$ cat config.mk
export PLATFORM = sky130hd
export DESIGN_NAME = axi4_cdc_fifo6_wr_arb
export DESIGN_NICKNAME = d
export VERILOG_FILES = /design/src/rtl/axi4_cdc_fifo6_wr_arb.sv
export SDC_FILE = /design/constraint.sdc
export NUM_CORES = 1
export LEC_CHECK = 0
export CAP_MARGIN = 20
export CORE_ASPECT_RATIO = 1.4
export CORE_UTILIZATION = 43
export DETAILED_ROUTE_END_ITERATION = 8
export PLACE_DENSITY = 0.8
export SLEW_MARGIN = 10
export SYNTH_ARGS = -nofsm -noshare
export SYNTH_HDL_FRONTEND = slang
export SYNTH_HIERARCHICAL = 1
export SYNTH_SLANG_ARGS = --single-unit
$ cat constraint.sdc
create_clock -name wr_clk_i -period 2.8 [get_ports wr_clk_i]
set_clock_uncertainty 0.1 [all_clocks]
set_input_delay 0.42 -clock wr_clk_i [delete_from_list [all_inputs] [get_ports wr_clk_i]]
set_output_delay 0.42 -clock wr_clk_i [all_outputs]
set_load 0.05 [all_outputs]
$ cat src/rtl/axi4_cdc_fifo6_wr_arb.sv
// Write-domain round-robin arbiter feeding the write port of a 6-bit CDC FIFO.
// Words are tagged with the 2-bit owner ID and leave through one output register.

module axi4_cdc_fifo6_wr_arb_lane #(
    parameter int PAY_W = 4
) (
    input  logic             valid,
    input  logic             mask,
    input  logic             last,
    input  logic             owner,
    input  logic             accept,
    input  logic [PAY_W-1:0] data,
    output logic             elig,
    output logic             ready,
    output logic             xfer,
    output logic             xlast,
    output logic [PAY_W-1:0] data_sel
);
    assign elig     = valid & mask;
    assign ready    = owner & accept;
    assign xfer     = ready & valid;
    assign xlast    = xfer & last;
    assign data_sel = owner ? data : '0;
endmodule

module axi4_cdc_fifo6_wr_arb #(
    parameter int BURST_MAX = 4
) (
    input  logic        wr_clk_i,
    input  logic        wr_rst_i,
    input  logic [3:0]  req_mask_i,
    input  logic [3:0]  req_valid_i,
    input  logic [15:0] req_data_i,
    input  logic [3:0]  req_last_i,
    output logic [3:0]  req_ready_o,
    input  logic        fifo_full_i,
    output logic        fifo_push_o,
    output logic [5:0]  fifo_data_o,
    output logic [3:0]  grant_o,
    output logic        busy_o
);
    localparam int NUM_REQ = 4;
    localparam int PAY_W   = 4;

    typedef enum logic {IDLE, GRANT} state_t;

    state_t      state_q, state_d;
    logic [1:0]  owner_q, owner_d;
    logic [1:0]  rr_ptr_q, rr_ptr_d;
    logic [3:0]  beat_q, beat_d;
    logic        out_valid_q, out_valid_d;
    logic [5:0]  out_data_q, out_data_d;

    logic                              accept;
    logic [NUM_REQ-1:0]                own_vec, elig, ready, xfer_v, xlast_v;
    logic [NUM_REQ-1:0][PAY_W-1:0]     data_sel;
    logic [PAY_W-1:0]                  payload;
    logic                              xfer, xlast, burst_end, leave;
    logic [1:0]                        sel, idx;
    logic                              sel_ok;

    always_comb begin
        for (int n = 0; n < NUM_REQ; n++)
            own_vec[n] = (state_q == GRANT) && (owner_q == 2'(n));
    end

    // Ready may only fall combinationally on a full FIFO with the register occupied.
    assign accept = ~out_valid_q | ~fifo_full_i;

    for (genvar g = 0; g < NUM_REQ; g++) begin : g_lane
        axi4_cdc_fifo6_wr_arb_lane #(.PAY_W(PAY_W)) u_lane (
            .valid    (req_valid_i[g]),
            .mask     (req_mask_i[g]),
            .last     (req_last_i[g]),
            .owner    (own_vec[g]),
            .accept   (accept),
            .data     (req_data_i[PAY_W*g +: PAY_W]),
            .elig     (elig[g]),
            .ready    (ready[g]),
            .xfer     (xfer_v[g]),
            .xlast    (xlast_v[g]),
            .data_sel (data_sel[g])
        );
    end

    always_comb begin
        payload = '0;
        for (int n = 0; n < NUM_REQ; n++)
            payload = payload | data_sel[n];
    end

    assign xfer      = |xfer_v;
    assign xlast     = |xlast_v;
    assign burst_end = xfer & (xlast | (beat_q == 4'(BURST_MAX - 1)));
    assign leave     = out_valid_q & ~fifo_full_i;

    // First eligible requester at or after rr_ptr_q, wrapping modulo 4.
    always_comb begin
        sel    = '0;
        sel_ok = 1'b0;
        idx    = '0;
        for (int i = 0; i < NUM_REQ; i++) begin
            idx = rr_ptr_q + 2'(i);
            if (!sel_ok && elig[idx]) begin
                sel    = idx;
                sel_ok = 1'b1;
            end
        end
    end

    always_comb begin
        state_d     = state_q;
        owner_d     = owner_q;
        rr_ptr_d    = rr_ptr_q;
        beat_d      = beat_q;
        out_valid_d = out_valid_q;
        out_data_d  = out_data_q;
        if (leave)
            out_valid_d = 1'b0;
        case (state_q)
            IDLE: begin
                if (sel_ok) begin
                    state_d = GRANT;
                    owner_d = sel;
                    beat_d  = '0;
                end
            end
            GRANT: begin
                if (xfer) begin
                    out_data_d  = {owner_q, payload};
                    out_valid_d = 1'b1;
                    beat_d      = beat_q + 4'd1;
                    if (burst_end) begin
                        state_d  = IDLE;
                        rr_ptr_d = owner_q + 2'd1;
                        beat_d   = '0;
                    end
                end
            end
            default: state_d = IDLE;
        endcase
    end

    always_ff @(posedge wr_clk_i or posedge wr_rst_i) begin
        if (wr_rst_i) begin
            state_q     <= IDLE;
            owner_q     <= '0;
            rr_ptr_q    <= '0;
            beat_q      <= '0;
            out_valid_q <= 1'b0;
            out_data_q  <= '0;
        end else begin
            state_q     <= state_d;
            owner_q     <= owner_d;
            rr_ptr_q    <= rr_ptr_d;
            beat_q      <= beat_d;
            out_valid_q <= out_valid_d;
            out_data_q  <= out_data_d;
        end
    end

    assign req_ready_o = ready;
    assign fifo_push_o = out_valid_q;
    assign fifo_data_o = out_data_q;
    assign grant_o     = own_vec;
    assign busy_o      = (state_q == GRANT) | out_valid_q;
endmodule
Yosys cells after proc, flatten, opt, wreduce, memory -nomap -nowiden
Index checks and enable logic that the tools add are counted.

cells by class
  add/sub/neg operators = 5
  $mul = 0
  divide/modulo/power cells = 0
  order comparisons = 4
  equality and inequality tests = 6
  shift-type cells = 0
  muxes and demuxes = 31
  bitwise gates (word level) = 27
  reductions and logical operators = 17

operator list
  operator                                            number
  2-to-1 mux 4 bit                                    7
  AND 1 bit                                           18
  2-to-1 mux 1 bit                                    14
  < comparator 2 x 3 -> 1 bit, second input constant  4
  bitwise OR 4 bit                                    3
  binary-select mux 1 bit (select 2 bit)              4
  2-to-1 mux 2 bit                                    4
  one-hot mux 4 bit (2 select lines)                  1
  OR reduction 4 bit                                  2
  logical AND 1 bit                                   7
  AND reduction 2 bit                                 3
  adder 2 x 1 -> 2 bit, second input constant         2
  adder 2 bit, second input constant                  2
  adder 4 x 1 -> 4 bit, second input constant         1
  == test 2 bit, second input constant                2
  == test 4 x 2 -> 1 bit, second input constant       1
  zero test 1 bit                                     3
  inverter 1 bit                                      3
  bitwise OR 1 bit                                    3
  AND reduction 3 bit                                 1
  == test 2 x 1 -> 1 bit, second input constant       1
  zero test 2 bit                                     1
  != test 2 x 1 -> 1 bit, second input constant       1
  != test 2 bit, second input constant                1
  one-hot mux 1 bit (2 select lines)                  1

word-level totals
  register bits = 16
  bits in latches = 0
  RAM bits = 0
  memory bits (read-only) = 0
  input port bits = 31
  logic and storage cells = 96
  memories = 0

Depth between registers and ports, before layout
  depth after elaboration = 15
  mapped depth = 9
  gate-level depth less buffers = 8

Hierarchy
Netlist, hierarchy kept.

modules (own cells, without submodules)
  module                      instances  cells each  area each (µm²)
  axi4_cdc_fifo6_wr_arb       1          95          905.9
  axi4_cdc_fifo6_wr_arb_lane  4          8           60.1

Worst setup path before layout
No wires, ideal clock.

  kind = reg2reg
  start point = reg owner_q[0]
  end point = reg rr_ptr_q[1]
  library setup time = 0.125 ns
  arrival time = 2.251 ns
  data required time = 2.575 ns
  path slack = 0.324 ns
  cell stages (with the launch flop) = 9
  path buffers = 0
  period minus slack after synthesis = 2.476 ns
  cell sequence = dfrtp_1 > inv_1 > ha_1 > and2_1 > and4_1 > or4_4 > a21oi_1 > nor2_1 > mux2_4

on the way
  cells in the longest elaborated chain, start to end = 9

RTL lines
  item                                  RTL line  source
  from (decl)                           48        logic [1:0] owner_q, owner_d;
  from (signal assigned)                154       owner_q <= owner_d;
  zero test 2 bit                       64        own_vec[n] = (state_q == GRANT) && (owner_q == 2'(n));
  logical AND 1 bit                     64
  via grant_o[0]                        39        output logic [3:0] grant_o,
  AND 1 bit                             20        assign ready = owner & accept;
  AND 1 bit                             21        assign xfer = ready & valid;
  AND 1 bit                             22        assign xlast = xfer & last;
  via xlast_v[0]                        55        logic [NUM_REQ-1:0] own_vec, elig, ready, xfer_v, xlast_v;
  OR reduction 4 bit                    93        assign xlast = |xlast_v;
  bitwise OR 1 bit                      94        assign burst_end = xfer & (xlast | (beat_q == 4'(BURST_MAX - 1)));
  AND 1 bit                             94
  AND reduction 3 bit (no source line)  n/a
  to (signal assigned)                  155       rr_ptr_q <= rr_ptr_d;
  to (decl)                             49        logic [1:0] rr_ptr_q, rr_ptr_d;

The timed path passes the listed nets, and every way through them passes these cells.
A chain may end at the register's enable or synchronous reset.

Final worst setup path
  start point = reg owner_q[1]
  end point = out grant_o[1]

on the way
  cells in the longest elaborated chain, start to end = 2

RTL lines
  item                    RTL line
  == test 2 x 1 -> 1 bit  64
  logical AND 1 bit       64
  to (decl)               39

No other way between the ends.

==> impl_results.rst <==
.. list-table::
   :header-rows: 1

   * - Metric
     - Value
   * - TritonCTS buffer count
     - 3
   * - Iteration-0 DRC count of the detailed router
     - 25
   * - Hold Vio Cnt, Final
     - 0
   * - Critical Path Fanout Max
     - 8
   * - Clock tree from TritonCTS
     - done
   * - Fraction of the yosys area taken by sequential cells
     - 34.93%
   * - Maximum number of pins on one net before global-route repair
     - 17
   * - Initial antenna violation count
     - 0
   * - H-tree lvl count
     - 1
   * - Share of the clock period used by the worst path after layout
     - roughly 94%
   * - Number of remaining DRC errors
     - 0
   * - Post-Synthesis Net Count
     - between 150 and 200
   * - Placement Rows
     - 21
   * - Final ANT Viol Nets
     - 0
   * - Congestion Overflow GR
     - 0
   * - Number of pins with negative max-slew slack in the final report
     - 0
   * - Worst hold slack across all endpoints
     - 0.3721 ns
   * - Detailed-router iteration count before antenna repair
     - 4
   * - Min-Delay Path Class
     - primary input to async pin
   * - Post-Place Worst Slack
     - 0.1101 ns
   * - Area of the placeable core
     - 2470 um2
   * - Initial core utilization
     - 46.40%
   * - Top library cells by usage in the layout, fill and taps aside
     - sky130_fd_sc_hd__clkdlybuf4s50_1, sky130_fd_sc_hd__and2_2, sky130_fd_sc_hd__dfrtp_1, sky130_fd_sc_hd__nand2_1, sky130_fd_sc_hd__and2_1
   * - Area growth from synthesis to layout
     - 46.29%
   * - Total of flip-flops plus latches after synthesis
     - 16
   * - Overall Global Routing Usage
     - a little under a quarter
   * - Routability congestion estimate
     - 0.7747
   * - Reg-to-reg setup timing slack
     - 0.35 ns
   * - Total number of vias
     - around 1.1k
   * - Ratio of routed vias to standard cells
     - about 5.3
   * - Width of the chip
     - 45.63 um
   * - Die height
     - 63.09 um
   * - Hold_buf cts
     - 0
   * - Slack of the critical path
     - roughly 0.16 ns
   * - Post-synth EDFFs
     - 0
   * - Number of nets at the end of the flow
     - approximately 210
   * - Wirelength per Cell
     - 14.22 um
   * - Buffers on Ports
     - between 40 and 50
   * - Hpwl dp
     - 2.379 mm
   * - Required time at the worst-slack endpoint
     - 2.28 ns
   * - Post-synthesis cell area
     - between 1000 and 1500 um2
   * - Remaining max-slew budget at the tightest pin
     - 60.09%
   * - P per Cell Area
     - 990.2 nW/um2
   * - Total Power Consumption
     - about 1.7 mW
   * - Share of the synthesized area in the top cell type
     - between 30% and 40%
   * - Kind of start point of the critical path
     - flop
   * - Startpoint of the most critical register-to-register path
     - owner_q[1]
   * - CTS clk-pin slew, worst paths
     - 0.10 ns
   * - Category of the critical setup timing path
     - flop to output port
   * - Full die area
     - 2879 um2
   * - Number of global-route vias before repair
     - ~1.1k
   * - Number of max-capacitance violations reported
     - 0
   * - Main area contributors after synthesis
     - sky130_fd_sc_hd__dfrtp_1, sky130_fd_sc_hd__and2_2, sky130_fd_sc_hd__ha_1
   * - Endpoints failing setup
     - 0
   * - Post-Synthesis Cells
     - ~130
   * - Number of resized instances in the post-cts repair step
     - 0
   * - Root buffer cell
     - sky130_fd_sc_hd__clkbuf_4
   * - Fraction of layout cells with a size suffix above 1
     - 22.73%
   * - Clock period minus worst slack
     - between 2 and 3 ns
   * - Achievable clock frequency
     - 378.6 MHz
   * - Maximum clock insertion buffer count
     - 2
   * - Clock sink count
     - 16
   * - Number of library cell types mapped by synthesis
     - 35
   * - Clock insertion delay at the later pin of the skew report
     - 0.30 ns
   * - Flip-flop cell with the highest count after synthesis
     - sky130_fd_sc_hd__dfrtp_1
   * - Pin slew with the least headroom to its limit
     - roughly 0.6 ns
   * - Worst r2r dst
     - rr_ptr_q[1]
   * - Fraction of synthesis flops using an asynchronous set or reset pin
     - 100.0%
   * - N_diodes
     - 0
   * - Setup Fix Bufs, Post-CTS
     - 0
   * - Number of synthesis warnings
     - 6
   * - Final sum of negative setup slack
     - 0 ns
   * - Depth of the worst register-to-register path
     - 8
   * - Run status
     - completed
   * - I/O pin count
     - 47
   * - First-pass GRT wire length
     - roughly 4.8 mm
   * - Commonest non-fill, non-tap cell in the layout
     - sky130_fd_sc_hd__clkdlybuf4s50_1
   * - Wire length after detailed routing
     - 2.986 mm
   * - Worst voltage drop across the vdd grid
     - just over 600 uV
   * - Nature of the critical path endpoint
     - output port
   * - Leakage power total
     - 0.7328 nW
   * - Worst path arrival time
     - 2.12 ns
   * - Synth Area per Inst
     - about 9.0 um2
   * - Cell taking the most area after synthesis
     - sky130_fd_sc_hd__dfrtp_1
   * - RSZ-0062 raised after global routing
     - false
flip-flops by register name (all words and copies together), names as in the netlist:
name,flops
owner_q,2
fifo_push_o,1
beat_q,4
fifo_data_o,6
rr_ptr_q,2
state_q,1
per-layer routing:
metal  global-route usage [%]  vias up  share of wire, %
li1                         -      549                 -
met1                    26.37      525                40
met2                    38.21       42                51
met3                    6.590        5               7.5
met4                    9.091        0               1.7
met5                        0        -                 0
Yosys cell counts, types with 2 or more instances:
master and n:
sky130_fd_sc_hd__a22oi_1 2, sky130_fd_sc_hd__and3_2 4, sky130_fd_sc_hd__buf_2 2, sky130_fd_sc_hd__and2_2 20, sky130_fd_sc_hd__nor3_1 2, sky130_fd_sc_hd__nor4b_1 2, sky130_fd_sc_hd__inv_1 6, sky130_fd_sc_hd__nor2_1 5
sky130_fd_sc_hd__a21oi_1 3, sky130_fd_sc_hd__and4_1 4, sky130_fd_sc_hd__and2_1 8, sky130_fd_sc_hd__o21ai_1 4, sky130_fd_sc_hd__nand2_1 13, sky130_fd_sc_hd__mux2i_1 2, sky130_fd_sc_hd__o31ai_1 2, sky130_fd_sc_hd__nor4_1 5
sky130_fd_sc_hd__dfrtp_1 16, sky130_fd_sc_hd__o21ai_0 6, sky130_fd_sc_hd__ha_1 5
logic make-up after synthesis:
group / after synthesis / share of synthesized area (%)
simple gates: 68 / 37.34
compound gates: 26 / 16.05
buf+inv: 9 / 3.166
flops: 16 / 34.93
fa+ha+maj: 5 / 5.459
mux: 3 / 3.056
worst max-delay path: stages, from the launching register on:
cell	delay, ns
sky130_fd_sc_hd__dfrtp_1	0.42
sky130_fd_sc_hd__inv_1	0.11
sky130_fd_sc_hd__ha_1	0.15
sky130_fd_sc_hd__and2_1	0.29
sky130_fd_sc_hd__clkdlybuf4s50_1	0.86
report_power, final:
| part | internal (mW) | switching (mW) | total (mW) | leakage (nW) |
|---|---|---|---|---|
| clock | 0.0795 | 0.0753 | 0.155 | 0.0210 |
| sequential | 0.324 | 0.0818 | 0.406 | 0.198 |
| combinational | 0.434 | 0.666 | 1.10 | 0.514 |
| total | 0.838 | 0.823 | 1.66 | 0.733 |
final cells by class:
type                    instances  area, um2
inverters                       6      22.52
clock buffers                   4      36.28
multi-input cells             102      709.4
repair buffers                 48      465.4
well taps                      34      42.54
flip-flops and latches         16      400.4
fillers                       210      793.3
how the worst max path moves through the flow:
stage                      from          end  slack [ns]
detailed placement  fifo_full_i  rr_ptr_q[1]        0.11
global placement    fifo_full_i  rr_ptr_q[1]        0.18
floorplan            owner_q[0]  rr_ptr_q[1]        0.32
global route         owner_q[0]   grant_o[2]        0.04
finish               owner_q[1]   grant_o[1]        0.16
CTS                  owner_q[0]   grant_o[2]        0.15
per-stage QoR:
step / instances / util, % / cell area [um2]
2_1_floorplan: 127 / - / 1146
3_3_place_gp: 206 / 66.41 / 1640
3_5_place_dp: 206 / 66.41 / 1640
4_1_cts: 210 / 67.88 / 1677
5_1_grt: 210 / 67.88 / 1677
6_report: 210 / 67.88 / 1677
(Power assumes the default switching activity.)
